--- config.mk ---
export PLATFORM = sky130hd
export DESIGN_NAME = frv_lfsr32_check
export DESIGN_NICKNAME = d
export VERILOG_FILES = /design/src/rtl/frv_lfsr32_check_pkg.sv /design/src/rtl/frv_lfsr32_pred.sv /design/src/rtl/frv_lfsr32_check.sv
export SDC_FILE = /design/constraint.sdc
export NUM_CORES = 1
export LEC_CHECK = 0
export CAP_MARGIN = 40
export CORE_ASPECT_RATIO = 0.8
export CORE_UTILIZATION = 54
export CTS_CLUSTER_SIZE = 16
export DETAILED_ROUTE_END_ITERATION = 10
export GPL_TIMING_DRIVEN = 1
export PLACE_DENSITY_LB_ADDON = 0.3
export SETUP_SLACK_MARGIN = 0.05
export SLEW_MARGIN = 30
export SYNTH_ARGS = -nofsm -noshare
export SYNTH_HDL_FRONTEND = slang
export SYNTH_HIERARCHICAL = 1
export SYNTH_SLANG_ARGS = --single-unit
--- constraint.sdc ---
create_clock -name g_clk -period 2.8 [get_ports g_clk]
set_input_delay 0.56 -clock g_clk [delete_from_list [all_inputs] [get_ports g_clk]]
set_output_delay 0.56 -clock g_clk [all_outputs]
set_load 0.02 [all_outputs]
--- src/rtl/frv_lfsr32_check_pkg.sv ---
// Shared definitions for the 32-bit XNOR-tap PRNG stream: state encoding,
// lock-up word and the single feedback definition used by producers and checkers.
package frv_lfsr32_check_pkg;

   typedef enum logic [1:0] {
      ST_HUNT   = 2'd0,
      ST_SYNC   = 2'd1,
      ST_LOCKED = 2'd2
   } state_e;

   // All-ones is the XNOR lock-up word: with tap = 0 its successor is itself.
   localparam logic [31:0] LOCKUP_WORD = 32'hFFFF_FFFF;

   function automatic logic lfsr_fb(input logic [31:0] p, input logic t);
      return ~(p[31] ^ p[21] ^ p[1] ^ p[0]) ^ t;
   endfunction

endpackage

--- src/rtl/frv_lfsr32_pred.sv ---
// Combinational next-word predictor for the XNOR-tap PRNG: shifts the previous
// word left and inserts the feedback bit (including the extra tap).
module frv_lfsr32_pred
   import frv_lfsr32_check_pkg::*;
(
   input  logic [31:0] i_p,
   input  logic        i_t,
   output logic [31:0] o_pred
);

   assign o_pred = {i_p[30:0], lfsr_fb(i_p, i_t)};

endmodule

--- src/rtl/frv_lfsr32_check.sv ---
// PRNG stream health monitor: locks onto the observed sequence, predicts each
// following word and raises sticky alarms on lost lock or the lock-up word.
module frv_lfsr32_check
   import frv_lfsr32_check_pkg::*;
#(
   parameter int LOCK_CNT  = 4,
   parameter int ERR_LIMIT = 3,
   parameter int ERR_W     = 8
) (
   input  logic             g_clk,
   input  logic             g_resetn,
   input  logic             in_valid,
   input  logic [31:0]      in_prng,
   input  logic             in_tap,
   input  logic             clear,
   output logic             locked,
   output logic             mismatch,
   output logic             stuck,
   output logic             alarm,
   output logic [ERR_W-1:0] err_count
);

   localparam int GOOD_W = $clog2(LOCK_CNT + 1);
   localparam int BAD_W  = $clog2(ERR_LIMIT + 1);

   state_e             r_state,    w_state_nxt;
   logic [31:0]        r_last,     w_last_nxt;
   logic [GOOD_W-1:0]  r_good,     w_good_nxt;
   logic [BAD_W-1:0]   r_bad,      w_bad_nxt;
   logic [ERR_W-1:0]   r_err,      w_err_nxt;
   logic               r_mismatch, w_mismatch_nxt;
   logic               r_stuck,    w_stuck_nxt;
   logic               r_alarm,    w_alarm_nxt;

   logic [31:0]        w_pred;
   logic               w_match;

   frv_lfsr32_pred u_pred (
      .i_p    (r_last),
      .i_t    (in_tap),
      .o_pred (w_pred)
   );

   assign w_match = (in_prng == w_pred);

   // NOTE: every next-value is defaulted to its current value first so that no
   // path through the decode below leaves a signal unassigned and infers a latch.
   always_comb begin
      w_state_nxt    = r_state;
      w_last_nxt     = r_last;
      w_good_nxt     = r_good;
      w_bad_nxt      = r_bad;
      w_err_nxt      = r_err;
      w_mismatch_nxt = 1'b0;
      w_stuck_nxt    = r_stuck;
      w_alarm_nxt    = r_alarm;

      if (clear) begin
         w_state_nxt = ST_HUNT;
         w_good_nxt  = '0;
         w_bad_nxt   = '0;
         w_err_nxt   = '0;
         w_stuck_nxt = 1'b0;
         w_alarm_nxt = 1'b0;
      end else if (in_valid) begin
         if (in_prng == LOCKUP_WORD) begin
            w_stuck_nxt = 1'b1;
            w_alarm_nxt = 1'b1;
         end
         case (r_state)
            ST_HUNT: begin
               w_last_nxt  = in_prng;
               w_good_nxt  = '0;
               w_state_nxt = ST_SYNC;
            end
            ST_SYNC: begin
               w_last_nxt = in_prng;
               if (w_match) begin
                  w_good_nxt = r_good + 1'b1;
                  if (r_good == GOOD_W'(LOCK_CNT - 1)) begin
                     w_state_nxt = ST_LOCKED;
                     w_bad_nxt   = '0;
                  end
               end else begin
                  w_good_nxt = '0;
               end
            end
            ST_LOCKED: begin
               if (w_match) begin
                  w_bad_nxt  = '0;
                  w_last_nxt = in_prng;
               end else begin
                  // Keep following our own prediction rather than the bad word.
                  w_last_nxt     = w_pred;
                  w_mismatch_nxt = 1'b1;
                  if (r_err != {ERR_W{1'b1}}) w_err_nxt = r_err + 1'b1;
                  if (r_bad == BAD_W'(ERR_LIMIT - 1)) begin
                     w_alarm_nxt = 1'b1;
                     w_state_nxt = ST_HUNT;
                     w_bad_nxt   = '0;
                  end else begin
                     w_bad_nxt = r_bad + 1'b1;
                  end
               end
            end
            default: w_state_nxt = ST_HUNT;
         endcase
      end
   end

   // NOTE: state registers use non-blocking assignments so every flop samples
   // the pre-edge values regardless of statement order.
   always_ff @(posedge g_clk or negedge g_resetn) begin
      if (!g_resetn) begin
         r_state    <= ST_HUNT;
         r_last     <= '0;
         r_good     <= '0;
         r_bad      <= '0;
         r_err      <= '0;
         r_mismatch <= 1'b0;
         r_stuck    <= 1'b0;
         r_alarm    <= 1'b0;
      end else begin
         r_state    <= w_state_nxt;
         r_last     <= w_last_nxt;
         r_good     <= w_good_nxt;
         r_bad      <= w_bad_nxt;
         r_err      <= w_err_nxt;
         r_mismatch <= w_mismatch_nxt;
         r_stuck    <= w_stuck_nxt;
         r_alarm    <= w_alarm_nxt;
      end
   end

   assign locked    = (r_state == ST_LOCKED);
   assign mismatch  = r_mismatch;
   assign stuck     = r_stuck;
   assign alarm     = r_alarm;
   assign err_count = r_err;

endmodule

; Word level (Yosys, flattened, before mapping)
; Cells that the tools add are included.
[totals]
reg_bits = 50
in_bits = 37
output_inout_bits = 12
wordCells = 82
[op_classes]
add_sub_neg = 3
eq_ne = 12
mux = 38
n_bitwise = 6
reduce_logical = 15
[op_table]
columns = operator, count
row1 = case mux 32 bit (2 select lines), 1
row2 = 2-to-1 mux 8 bit, 5
row3 = equality test 32 bit, 1
row4 = "equality test 32 bit, second input constant", 1
row5 = 2-to-1 mux 32 bit, 1
row6 = 2-to-1 mux 2 bit, 12
row7 = 2-to-1 mux 1 bit, 13
row8 = nonzero test 2 bit, 5
row9 = 2-to-1 mux 3 bit, 3
row10 = "inequality test 3 bit, second input constant", 3
row11 = "adder 8 x 1 -> 8 bit, second input constant", 1
row12 = "inequality test 8 bit, second input constant", 1
row13 = AND reduction 4 bit, 2
row14 = case mux 2 bit (3 select lines), 1
row15 = case mux 3 bit (2 select lines), 1
row16 = nonzero test 3 bit, 2
row17 = AND reduction 5 bit, 1
row18 = "equality test 2 bit, second input constant", 2
row19 = case mux 2 bit (2 select lines), 1
row20 = AND reduction 2 bit, 2
row21 = XOR 1 bit, 4
row22 = "adder 3 x 1 -> 3 bit, second input constant", 1
row23 = "equality test 3 x 2 -> 1 bit, second input constant", 1
row24 = "inequality test 3 x 2 -> 1 bit, second input constant", 1
row25 = 7 further kinds, 8

; Depth between registers and ports, before layout
[depth]
word_depth = 10
depth_mapped = 9
depth_no_buf = 8

; Cells and area by module
; Netlist, hierarchy kept.
[by_module_without_submodules]
columns = module, instances, cells_per_inst, area_per_inst_um2, seq_area_each_um2
row1 = frv_lfsr32_check, 1, 295, 2869.0, 1251.2
row2 = frv_lfsr32_pred, 1, 34, 272.8, 0.0

; Worst setup path before layout
; No wires, ideal clock.
[synth_timing]
path_type = reg2reg
from = register r_last[21]
to = register r_last[0]
setup_ns = 0.137
arrival_ns = 2.324
required_ns = 2.663
slack_ns = 0.339
path_stages_with_launch = 10
path_buffers = 1
synth_period_minus_slack_ns = 2.461
cell_sequence = dfrtp_1 xnor3_1 xnor2_1 xor2_1 nor4_1 nand4_1 o21ai_2 buf_8 mux2i_1 a21oi_1
[synth_between]
elab_chain_len = 8
[synth_lines]
columns = item, line_no
row1 = "start, declared", frv_lfsr32_check.sv:27  ; logic [31:0] r_last, w_last_nxt;
row2 = "start signal, assigned", frv_lfsr32_check.sv:125  ; r_last <= w_last_nxt;
row3 = XOR 1 bit * (3 in a row), frv_lfsr32_check_pkg.sv:15  ; return ~(p[31] ^ p[21] ^ p[1] ^ p[0]) ^ t;
row4 = inverter 1 bit *, frv_lfsr32_check_pkg.sv:15
row5 = XOR 1 bit *, frv_lfsr32_check_pkg.sv:15
row6 = via w_pred[0], frv_lfsr32_check.sv:35  ; logic [31:0] w_pred;
row7 = equality test 32 bit, frv_lfsr32_check.sv:44  ; assign w_match = (in_prng == w_pred);
row8 = 2-to-1 mux 32 bit *, frv_lfsr32_check.sv:89  ; if (w_match) begin
row9 = case mux 32 bit (2 select lines) *, frv_lfsr32_check.sv:70  ; case (r_state)
; Mark *: on every way through the listed nets, which the timed path passes. The rest lies on a longest branch.
; A chain may end at the register's enable or synchronous reset.

; Worst setup path after layout
[layout_timing]
from = input port in_tap
to = register r_last[24]
[layout_between]
elab_chain_len = 4
[layout_lines]
columns = item, line_no
row1 = "start, declared", frv_lfsr32_check.sv:14  ; input logic in_tap,
row2 = XOR 1 bit, frv_lfsr32_check_pkg.sv:15
row3 = via w_pred[0], frv_lfsr32_check.sv:35
row4 = equality test 32 bit, frv_lfsr32_check.sv:44
row5 = 2-to-1 mux 32 bit, frv_lfsr32_check.sv:89
row6 = case mux 32 bit (2 select lines), frv_lfsr32_check.sv:70
; The timed path passes the listed nets, and every way through them passes these cells.

==> flow_metrics.tcl <==
set metrics [dict create \
    rr_endpoint "r_last[24]" \
    syn_area_um2 3142 \
    timing.final.hold_violations 0 \
    chipHeight_um 70.23 \
    final.min_clock_period_ps 2648 \
    diodes 0 \
    cts_buffers 5 \
    start_util 0.5686 \
    cts.clk_slew.worst_paths_ps 80 \
    cts_tree "done" \
    drc_errors 0 \
    synth_edf_count 0 \
    finalCritPeriodShare 0.9458 \
    relSlewSlack 0.7139 \
    critPathKind "input port to register" \
    dr.pass1.iters 5 \
    syn_inst 329 \
    dp_slack_ps -292.8 \
    ios 49 \
    max_freq_mhz 377.6 \
    layout-drive-gt1-share 0.1284 \
    drv_cap 0 \
    antenna_found_initial 0 \
    async_flop_share 1.000 \
    worst_slew_pin_slew_ps 429.2 \
    cp.required_ps 2980 \
    fin_ws_ps 151.8 \
    cts_sinks 50 \
    place_congestion 0.8161 \
    peakVddDrop_mv 0.3285 \
    nets 405 \
    multi_input_area_um2 1584 \
    start_kind "input port" \
    h-tree-depth 2 \
    via_count 2398 \
    setup_viol 0 \
    rsz0062_at_grt "true" \
    reg2reg_depth 10 \
    cp-endpoint "r_last[24]" \
    rrSetupSlack_ps 250 \
    overflow 0 \
    syn_to_final_growth_pct 19.28 \
    drv_slew 0 \
    status "completed" \
    reg2reg_from "r_last[21]" \
    wl_per_cell_um 15.09 \
    p_leak_nw 1.705 \
    power_density_nw_per_um2 432.0 \
    fill_cells 456 \
    ant_nets 0 \
    ys.flop_type "dfrtp_1" \
    ys_seq_area_frac 0.3982 \
    cts-root-buf "clkbuf_8" \
    grt_pass1_wl_um 11070 \
    dp.final_hpwl_um 5089 \
    fp.dieW_um 87.28 \
    hp-class "input port to asynchronous set/reset pin" \
    track_usage 0.2357 \
    yosys_warnings 6 \
    worstPathMaxFanout 17 \
    yosysUniqueCellTypes 37 \
    endpoint_kind "register" \
    clk_latency_ps 300 \
    ys_ff_latch 50 \
    rows 24 \
    via_per_inst 5.401 \
    clock_skew_ps 5.903 \
    totalWireLength_um 6700 \
    syn_area_per_cell_um2 9.549 \
    ff_latch_area_um2 1251 \
    fp.dieArea_um2 6129 \
    io_buffers 48 \
    arrival_ps 2820 \
    drt_iter0_markers 92 \
    cts-root-to-sink-buffers 2 \
    core_area_um2 5525 \
    syn_nets 369 \
    setup_tns_ps 0 \
    grt_max_degree 65 \
    worstSetupStartpoint "in_tap" \
    grt_pass1_vias 2300 \
]
[sequential cells by signal, summed over array words and instances (netlist names)]
signal / flops
mismatch: 1
r_good: 3
err_count: 8
r_last: 32
r_bad: 2
r_state: 2
alarm: 1
stuck: 1
[where the power goes]
part / switching (mW) / leakage, nW / internal, mW
Sequential: 0.0654 / 0.600 / 0.785
Clock: 0.229 / 0.0482 / 0.200
Combinational: 0.164 / 1.06 / 0.175
Total: 0.459 / 1.71 / 1.16
[worst min-delay path by stage]
stage | cells past startpoint | endpoint | slack [ps] | start
finish | 1 | r_last[28] | 190 | g_resetn
global placement | 2 | r_good[2] | 460 | r_good[2]
floorplan | 0 | alarm | 260 | g_resetn
detailed placement | 2 | r_good[2] | 470 | r_good[2]
CTS | 1 | r_last[16] | 190 | g_resetn
global route | 1 | r_last[28] | 200 | g_resetn
[synthesized netlist by cell type, types with 4 or more instances]
master,n,share of area
dfrtp_1,50,0.40
xor2_1,33,0.092
nand3_1,7,0.011
clkbuf_1,8,0.0096
a21oi_1,41,0.065
o21ai_2,5,0.014
buf_4,32,0.076
mux2i_1,32,0.10
nor4_1,10,0.020
nand2_1,10,0.012
nand4_1,10,0.020
nand2b_1,4,0.0080
nor2_1,41,0.049
nor2b_1,4,0.0080
inv_1,6,0.0072
o21ai_0,5,0.0080
[per-layer routing]
| metal | global-route usage | part of all wire | up-vias |
|---|---|---|---|
| met5 | 0 | 0 | - |
| met4 | 0.04372 | 0.0067 | 0 |
| met3 | 0.05083 | 0.055 | 6 |
| met2 | 0.3611 | 0.46 | 61 |
| met1 | 0.3462 | 0.48 | 1143 |
| li1 | - | - | 1188 |
[worst max-delay path: stages]
cell	delay, ps
clkdlybuf4s50_1	460
xnor2_2	180
xnor2_2	160
xor2_1	150
nor4_2	210
nand4_1	180
buf_4	180
o21ai_4	210
buf_12	210
mux2i_1	230
a21oi_1	90
[cell usage in the layout, fill, tap and decap left out, types with 2 or more instances in the layout]
master and instances:
nand3_1 7, a21oi_1 40, buf_12 3, o21ai_0 5, mux2i_1 32, dfrtp_1 50
nor2b_1 4, nand2b_1 4, nand4_1 10, nor2_1 41, clkbuf_8 6, clkdlybuf4s50_1 47
nor4_1 9, ha_1 3, o21bai_1 2, nand2_1 10, nor3_1 2, and3_1 2
a311oi_1 2, mux2_2 2, xor2_1 33, o21ai_2 4, inv_1 6, xnor2_2 2
buf_4 22
[cell families (layout without fill, tap and decap cells)]
kind of cell / count (synthesis) / after routing / share of synthesized area
AO/OA/AOI/OAI: 60 / 60 / 0.1127
XOR/XNOR: 36 / 36 / 0.1047
buffers and inverters: 50 / 87 / 0.1111
adder cells (fa/ha/maj): 3 / 3 / 0.01195
flip-flops: 50 / 50 / 0.3982
AND/OR/NAND/NOR: 96 / 96 / 0.1521
multiplexers: 34 / 34 / 0.1091
[through the flow]
stage                 util  instances  power, mW  hold WS (ps)  cell area (um2)
floorplan                -        329      1.108         264.4             3142
global placement    0.6533        433      1.176         464.5             3610
detailed placement  0.6533        433      1.187         473.2             3610
CTS                 0.6723        442      1.622         189.9             3715
global route        0.6782        444      1.711         203.6             3747
finish              0.6782        444      1.619         191.2             3747
[cell type report]
class,count,share of cell area
Inverter,6,0.006010
Clock buffer,7,0.02304
Multi-Input combinational cell,229,0.4227
Sequential cell,50,0.3339
Clock inverter,1,0.001336
Timing Repair Buffer,73,0.1870
Tap cell,78,0.02604
[repair_timing]
action / in CTS / in global routing
hold buffers: 0 / 0
endpoints found under the setup margin: 8 / 48
buffers inserted: 1 / 2
pin swaps: 1 / 4
gates resized for setup: 1 / 3
Power figures use the tool's default switching activity.
